**src/rtl/tt_sweep_pkg.sv**
```systemverilog
// Shared types and constants for the truth-table sweeper.
package tt_sweep_pkg;

    typedef enum logic [1:0] {
        IDLE  = 2'd0,
        SWEEP = 2'd1,
        DONE  = 2'd2
    } state_t;

    localparam logic MODE_ALL      = 1'b0;
    localparam logic MODE_MINTERMS = 1'b1;

endpackage

```
**src/rtl/tt_row_counter.sv**
```systemverilog
// Row counter with one spare MSB so the step past the last row never wraps to 0.
module tt_row_counter #(
    parameter int WIDTH = 4
) (
    input  logic             i_clk,
    input  logic             i_rst,
    input  logic             i_clr,
    input  logic             i_en,
    output logic [WIDTH-1:0] o_count,
    output logic             o_last
);

    localparam logic [WIDTH-1:0] LAST_VAL = WIDTH'((1 << (WIDTH - 1)) - 1);

    logic [WIDTH-1:0] r_count;

    // Count register: clear wins over enable.
    always_ff @(posedge i_clk or posedge i_rst) begin
        if (i_rst) begin
            r_count <= '0;
        end else if (i_clr) begin
            r_count <= '0;
        end else if (i_en) begin
            r_count <= r_count + WIDTH'(1);
        end else begin
            r_count <= r_count;
        end
    end

    assign o_count = r_count;
    assign o_last  = (r_count == LAST_VAL);

endmodule

```
**src/rtl/truth_table_sweeper.sv**
```systemverilog
// Walks a latched truth table row by row, emitting valid/ready beats and
// counting minterms; flags constant-0 / constant-1 functions at the end.
module truth_table_sweeper
    import tt_sweep_pkg::*;
#(
    parameter int N_IN = 3
) (
    input  logic                 clk,
    input  logic                 rst,
    input  logic                 start,
    input  logic                 mode,
    input  logic [(2**N_IN)-1:0] tt,
    output logic                 busy,
    output logic                 out_valid,
    input  logic                 out_ready,
    output logic [N_IN-1:0]      out_idx,
    output logic                 out_s,
    output logic                 done,
    output logic [N_IN:0]        ones_count,
    output logic                 const0,
    output logic                 const1
);

    localparam int ROWS = 2**N_IN;

    state_t          r_state;
    state_t          w_next;
    logic [ROWS-1:0] r_tt;
    logic            r_mode;
    logic [N_IN:0]   r_ones;
    logic            r_c0;
    logic            r_c1;

    logic [N_IN:0]   w_row;
    logic            w_last;
    logic            w_cur;
    logic            w_valid;
    logic            w_adv;
    logic            w_accept;
    logic            w_hs;
    logic [N_IN:0]   w_ones_next;

    tt_row_counter #(.WIDTH(N_IN + 1)) u_row (
        .i_clk   (clk),
        .i_rst   (rst),
        .i_clr   (w_accept),
        .i_en    (w_adv),
        .o_count (w_row),
        .o_last  (w_last)
    );

    assign w_cur = r_tt[w_row[N_IN-1:0]];

    // Next state; zero-valued rows in minterm mode advance without a beat.
    always_comb begin
        w_next   = r_state;
        w_valid  = 1'b0;
        w_adv    = 1'b0;
        w_accept = 1'b0;
        case (r_state)
            IDLE: begin
                if (start) begin
                    w_accept = 1'b1;
                    w_next   = SWEEP;
                end else begin
                    w_next = IDLE;
                end
            end
            SWEEP: begin
                w_valid = !w_row[N_IN] && ((r_mode == MODE_ALL) || w_cur);
                w_adv   = w_valid ? out_ready : 1'b1;
                if (w_adv && w_last) begin
                    w_next = DONE;
                end else begin
                    w_next = SWEEP;
                end
            end
            DONE: begin
                w_next = IDLE;
            end
            default: begin
                w_next = IDLE;
            end
        endcase
    end

    assign w_hs        = w_valid & out_ready;
    assign w_ones_next = r_ones + ((w_hs && w_cur) ? (N_IN+1)'(1) : (N_IN+1)'(0));

    // State register.
    always_ff @(posedge clk or posedge rst) begin
        if (rst) begin
            r_state <= IDLE;
        end else begin
            r_state <= w_next;
        end
    end

    // Sweep context latched on accept; constant flags resolved on entry to DONE.
    always_ff @(posedge clk or posedge rst) begin
        if (rst) begin
            r_tt   <= '0;
            r_mode <= MODE_ALL;
            r_ones <= '0;
            r_c0   <= 1'b0;
            r_c1   <= 1'b0;
        end else if (w_accept) begin
            r_tt   <= tt;
            r_mode <= mode;
            r_ones <= '0;
            r_c0   <= 1'b0;
            r_c1   <= 1'b0;
        end else if ((r_state == SWEEP) && (w_next == DONE)) begin
            r_ones <= w_ones_next;
            r_c0   <= (w_ones_next == '0);
            r_c1   <= (w_ones_next == (N_IN+1)'(ROWS));
        end else begin
            r_ones <= w_ones_next;
        end
    end

    assign busy       = (r_state != IDLE);
    assign done       = (r_state == DONE);
    assign out_valid  = w_valid;
    assign out_idx    = w_row[N_IN-1:0];
    assign out_s      = (r_state == SWEEP) & w_cur;
    assign ones_count = r_ones;
    assign const0     = r_c0;
    assign const1     = r_c1;

endmodule

```
**config.mk**
```make
export PLATFORM = sky130hd
export DESIGN_NAME = truth_table_sweeper
export DESIGN_NICKNAME = d
export VERILOG_FILES = /design/src/rtl/tt_sweep_pkg.sv /design/src/rtl/tt_row_counter.sv /design/src/rtl/truth_table_sweeper.sv
export SDC_FILE = /design/constraint.sdc
export NUM_CORES = 1
export LEC_CHECK = 0
export CAP_MARGIN = 20
export CORE_UTILIZATION = 32
export DETAILED_ROUTE_END_ITERATION = 12
export DONT_BUFFER_PORTS = 1
export PLACE_DENSITY = 0.45
export SKIP_CTS_REPAIR_TIMING = 1
export SYNTH_ARGS = -nofsm -noshare
export SYNTH_HDL_FRONTEND = slang
export SYNTH_SLANG_ARGS = --single-unit
```
**constraint.sdc**
```tcl
create_clock -name clk -period 2.6 [get_ports clk]
set_input_delay 0.52 -clock clk [delete_from_list [all_inputs] [get_ports clk]]
set_output_delay 0.52 -clock clk [all_outputs]
set_load 0.02 [all_outputs]
```
==> impl_metrics.json <==
{
  "dp_slack_ns": 0.254,
  "h-tree-depth": 1,
  "vias": 753,
  "grt_max_degree": 22,
  "hold_slack_ns": 0.231,
  "numCtsBuffers": 3,
  "fin_crit_sh": 0.890,
  "status": "finished, final reports clean",
  "grt-ovfl-total": 0,
  "firstDrtPassIters": 4,
  "dp_hpwl_mm": 1.57,
  "syn_inst": 114,
  "clockRootBuffer": "clkbuf_4",
  "setup_slack_ns": 0.287,
  "clockBufferDepth": 2,
  "area_growth_pct": 6.58,
  "synth_fp_nets": 130,
  "chipHeight_um": 59.7,
  "synth-edff-count": 0,
  "yosysWarnings": 0,
  "final_hold_viol_count": 0,
  "n_antenna_cell": 0,
  "dp.cells": 155,
  "min_period_ns": 2.31,
  "r2r_end": "const0$_DFFE_PP0P_",
  "nFillCells": 346,
  "initial_core_util": 0.343,
  "async_reset_ff_frac": 1.00,
  "drc": 0,
  "worstReg2RegStart": "u_row.o_count[0]$_DFFE_PP0P_",
  "finalSetupViolations": 0,
  "synthFlopType": "dfrtp_1",
  "seq_area_frac_synth": 0.494,
  "fmax_ghz": 0.432,
  "antenna_found_initial": 0,
  "die_w_um": 59.7,
  "cts_sinks": 21,
  "leakagePower_nw": 0.579,
  "reg2regPathDepth": 10,
  "worstSetupPathType": "reg2reg",
  "clk_pin_slew_ns": 0.12,
  "fin_nets": 132,
  "tritoncts": "yes",
  "maxCapViolations": 0,
  "rows": 20,
  "grt_use_total": 0.139,
  "syn_avg_cell_area_sq_um": 9.34,
  "final_cells": 159,
  "gp_congestion": 0.733,
  "grt_pass1_wl_mm": 3.60,
  "io_buffer_count": 0,
  "drt_iter0_drc": 49,
  "die_area_sq_um": 3560,
  "syn_area_sq_um": 1060,
  "p_per_area_nw_per_um2": 1270,
  "wl_per_cell_um": 13.5,
  "crit_path_max_fanout": 7,
  "core-area_sq_um": 3100,
  "ant_nets": 0,
  "rrSetupSlack_ns": 0.29,
  "critPathCapture": "const0$_DFFE_PP0P_",
  "drive_above_1_share": 0.0783,
  "cp.arrival_ns": 2.55,
  "tightest_slew_ns": 0.787,
  "vdd_drop_max_mv": 0.418,
  "via_per_inst": 4.74,
  "grt_pass1_vias": 739,
  "io_pins": 26,
  "cp.required_ns": 2.84,
  "hold_class": "in2async",
  "drt_wl_total_mm": 2.14,
  "slew_headroom": 0.475,
  "ys_seq_elements": 21,
  "drv_slew": 0,
  "finClkSkew_ns": 0.00275,
  "cp-end-kind": "flop",
  "critPathLaunch": "u_row.o_count[0]$_DFFE_PP0P_",
  "synth.distinct_cells": 26,
  "setup.worst_path.start_class": "flop",
  "clock_latency_ns": 0.31
}
-- power by group --
group	internal, mW	switching [mW]
Clock	0.0575	0.102
Combinational	0.270	0.384
Sequential	0.458	0.165
-- through the flow --
step | power, mW | instance area (sq um) | util | setup TNS (ns)
global route | 1.58 | 1130 | 0.366 | -0.0117
CTS | 1.44 | 1130 | 0.364 | 0
global placement | 1.27 | 1100 | 0.355 | 0
detailed placement | 1.28 | 1100 | 0.355 | 0
finish | 1.44 | 1130 | 0.366 | 0
floorplan | 1.15 | 1060 | - | 0
-- layer usage --
metal  part of all wire  wire length, um  track usage
met1               0.46              983        0.183
met2               0.47             1020        0.217
met3              0.059              126       0.0455
met4             0.0061               13       0.0399
met5                  0                0            0
-- state kept, by name, indices dropped and copies added (netlist names) --
signal and cells:
const1 1, r_state 2, r_tt 8, u_row.o_count 4
ones_count 4, const0 1, r_mode 1
-- cell usage in the layout, fill, tap and decap left out, types with 3 or more instances in the layout --
master	synthesis	routed
nand3_1	3	3
nor2_1	8	8
ha_1	3	3
buf_4	3	3
nand2_1	37	37
and2_1	3	3
clkbuf_4	0	3
dfrtp_1	21	21
inv_1	5	5
mux2i_1	9	9
-- synth_stat cells, types with 2 or more instances --
| master | number | share of area |
|---|---|---|
| nand2_1 | 37 | 0.13 |
| dfrtp_1 | 21 | 0.49 |
| mux2i_1 | 9 | 0.085 |
| nor2_1 | 8 | 0.028 |
| inv_1 | 5 | 0.018 |
| and2_1 | 3 | 0.018 |
| buf_4 | 3 | 0.021 |
| ha_1 | 3 | 0.035 |
| nand3_1 | 3 | 0.014 |
| clkbuf_1 | 2 | 0.0071 |
| nand2b_1 | 2 | 0.012 |
| nand3b_1 | 2 | 0.014 |
| nor2b_1 | 2 | 0.012 |
| o31ai_1 | 2 | 0.014 |
-- cell type report --
type	count	area [sq um]	area share
well taps	44	55.1	0.0485
inverters	5	18.8	0.0165
clock buffers	3	22.5	0.0198
clock inverters	1	5.00	0.00441
flip-flops and latches	21	526	0.463
multi-input cells	82	485	0.428
repair buffers	3	22.5	0.0198
-- kinds of logic (layout without fill, tap and decap cells) --
family	Yosys count	in the layout	share of synthesized area
flip-flops	21	21	0.494
AND/OR/NAND/NOR	61	61	0.253
XOR/XNOR	2	2	0.0165
buffers and inverters	11	12	0.0564
AO/OA/AOI/OAI	7	7	0.0611
multiplexers	9	9	0.0846
adder cells (fa/ha/maj)	3	3	0.0353
-- how the worst min path moves through the flow --
stage	from	endpoint	slack, ns	depth (start not counted)
after floorplan	r_tt[0]$_DFFE_PP0P_	r_tt[0]$_DFFE_PP0P_	0.44	2
after global placement	r_tt[1]$_DFFE_PP0P_	r_tt[1]$_DFFE_PP0P_	0.47	2
after detailed placement	r_tt[0]$_DFFE_PP0P_	r_tt[0]$_DFFE_PP0P_	0.46	2
after CTS	rst	ones_count[2]$_DFF_PP0_	0.27	1
after global routing	rst	ones_count[0]$_DFF_PP0_	0.29	1
final	rst	r_tt[6]$_DFFE_PP0P_	0.23	1
-- critical path: stages, from the launching register on --
cell and delay (ns):
dfrtp_1 0.52, mux2i_1 0.22, nand3b_1 0.13, nand4_1 0.16
nor2_1 0.07, ha_1 0.20, ha_1 0.20, xnor2_1 0.23
nor4b_2 0.30, nand2_1 0.10, mux2i_1 0.12
Power figures use the tool's default switching activity.
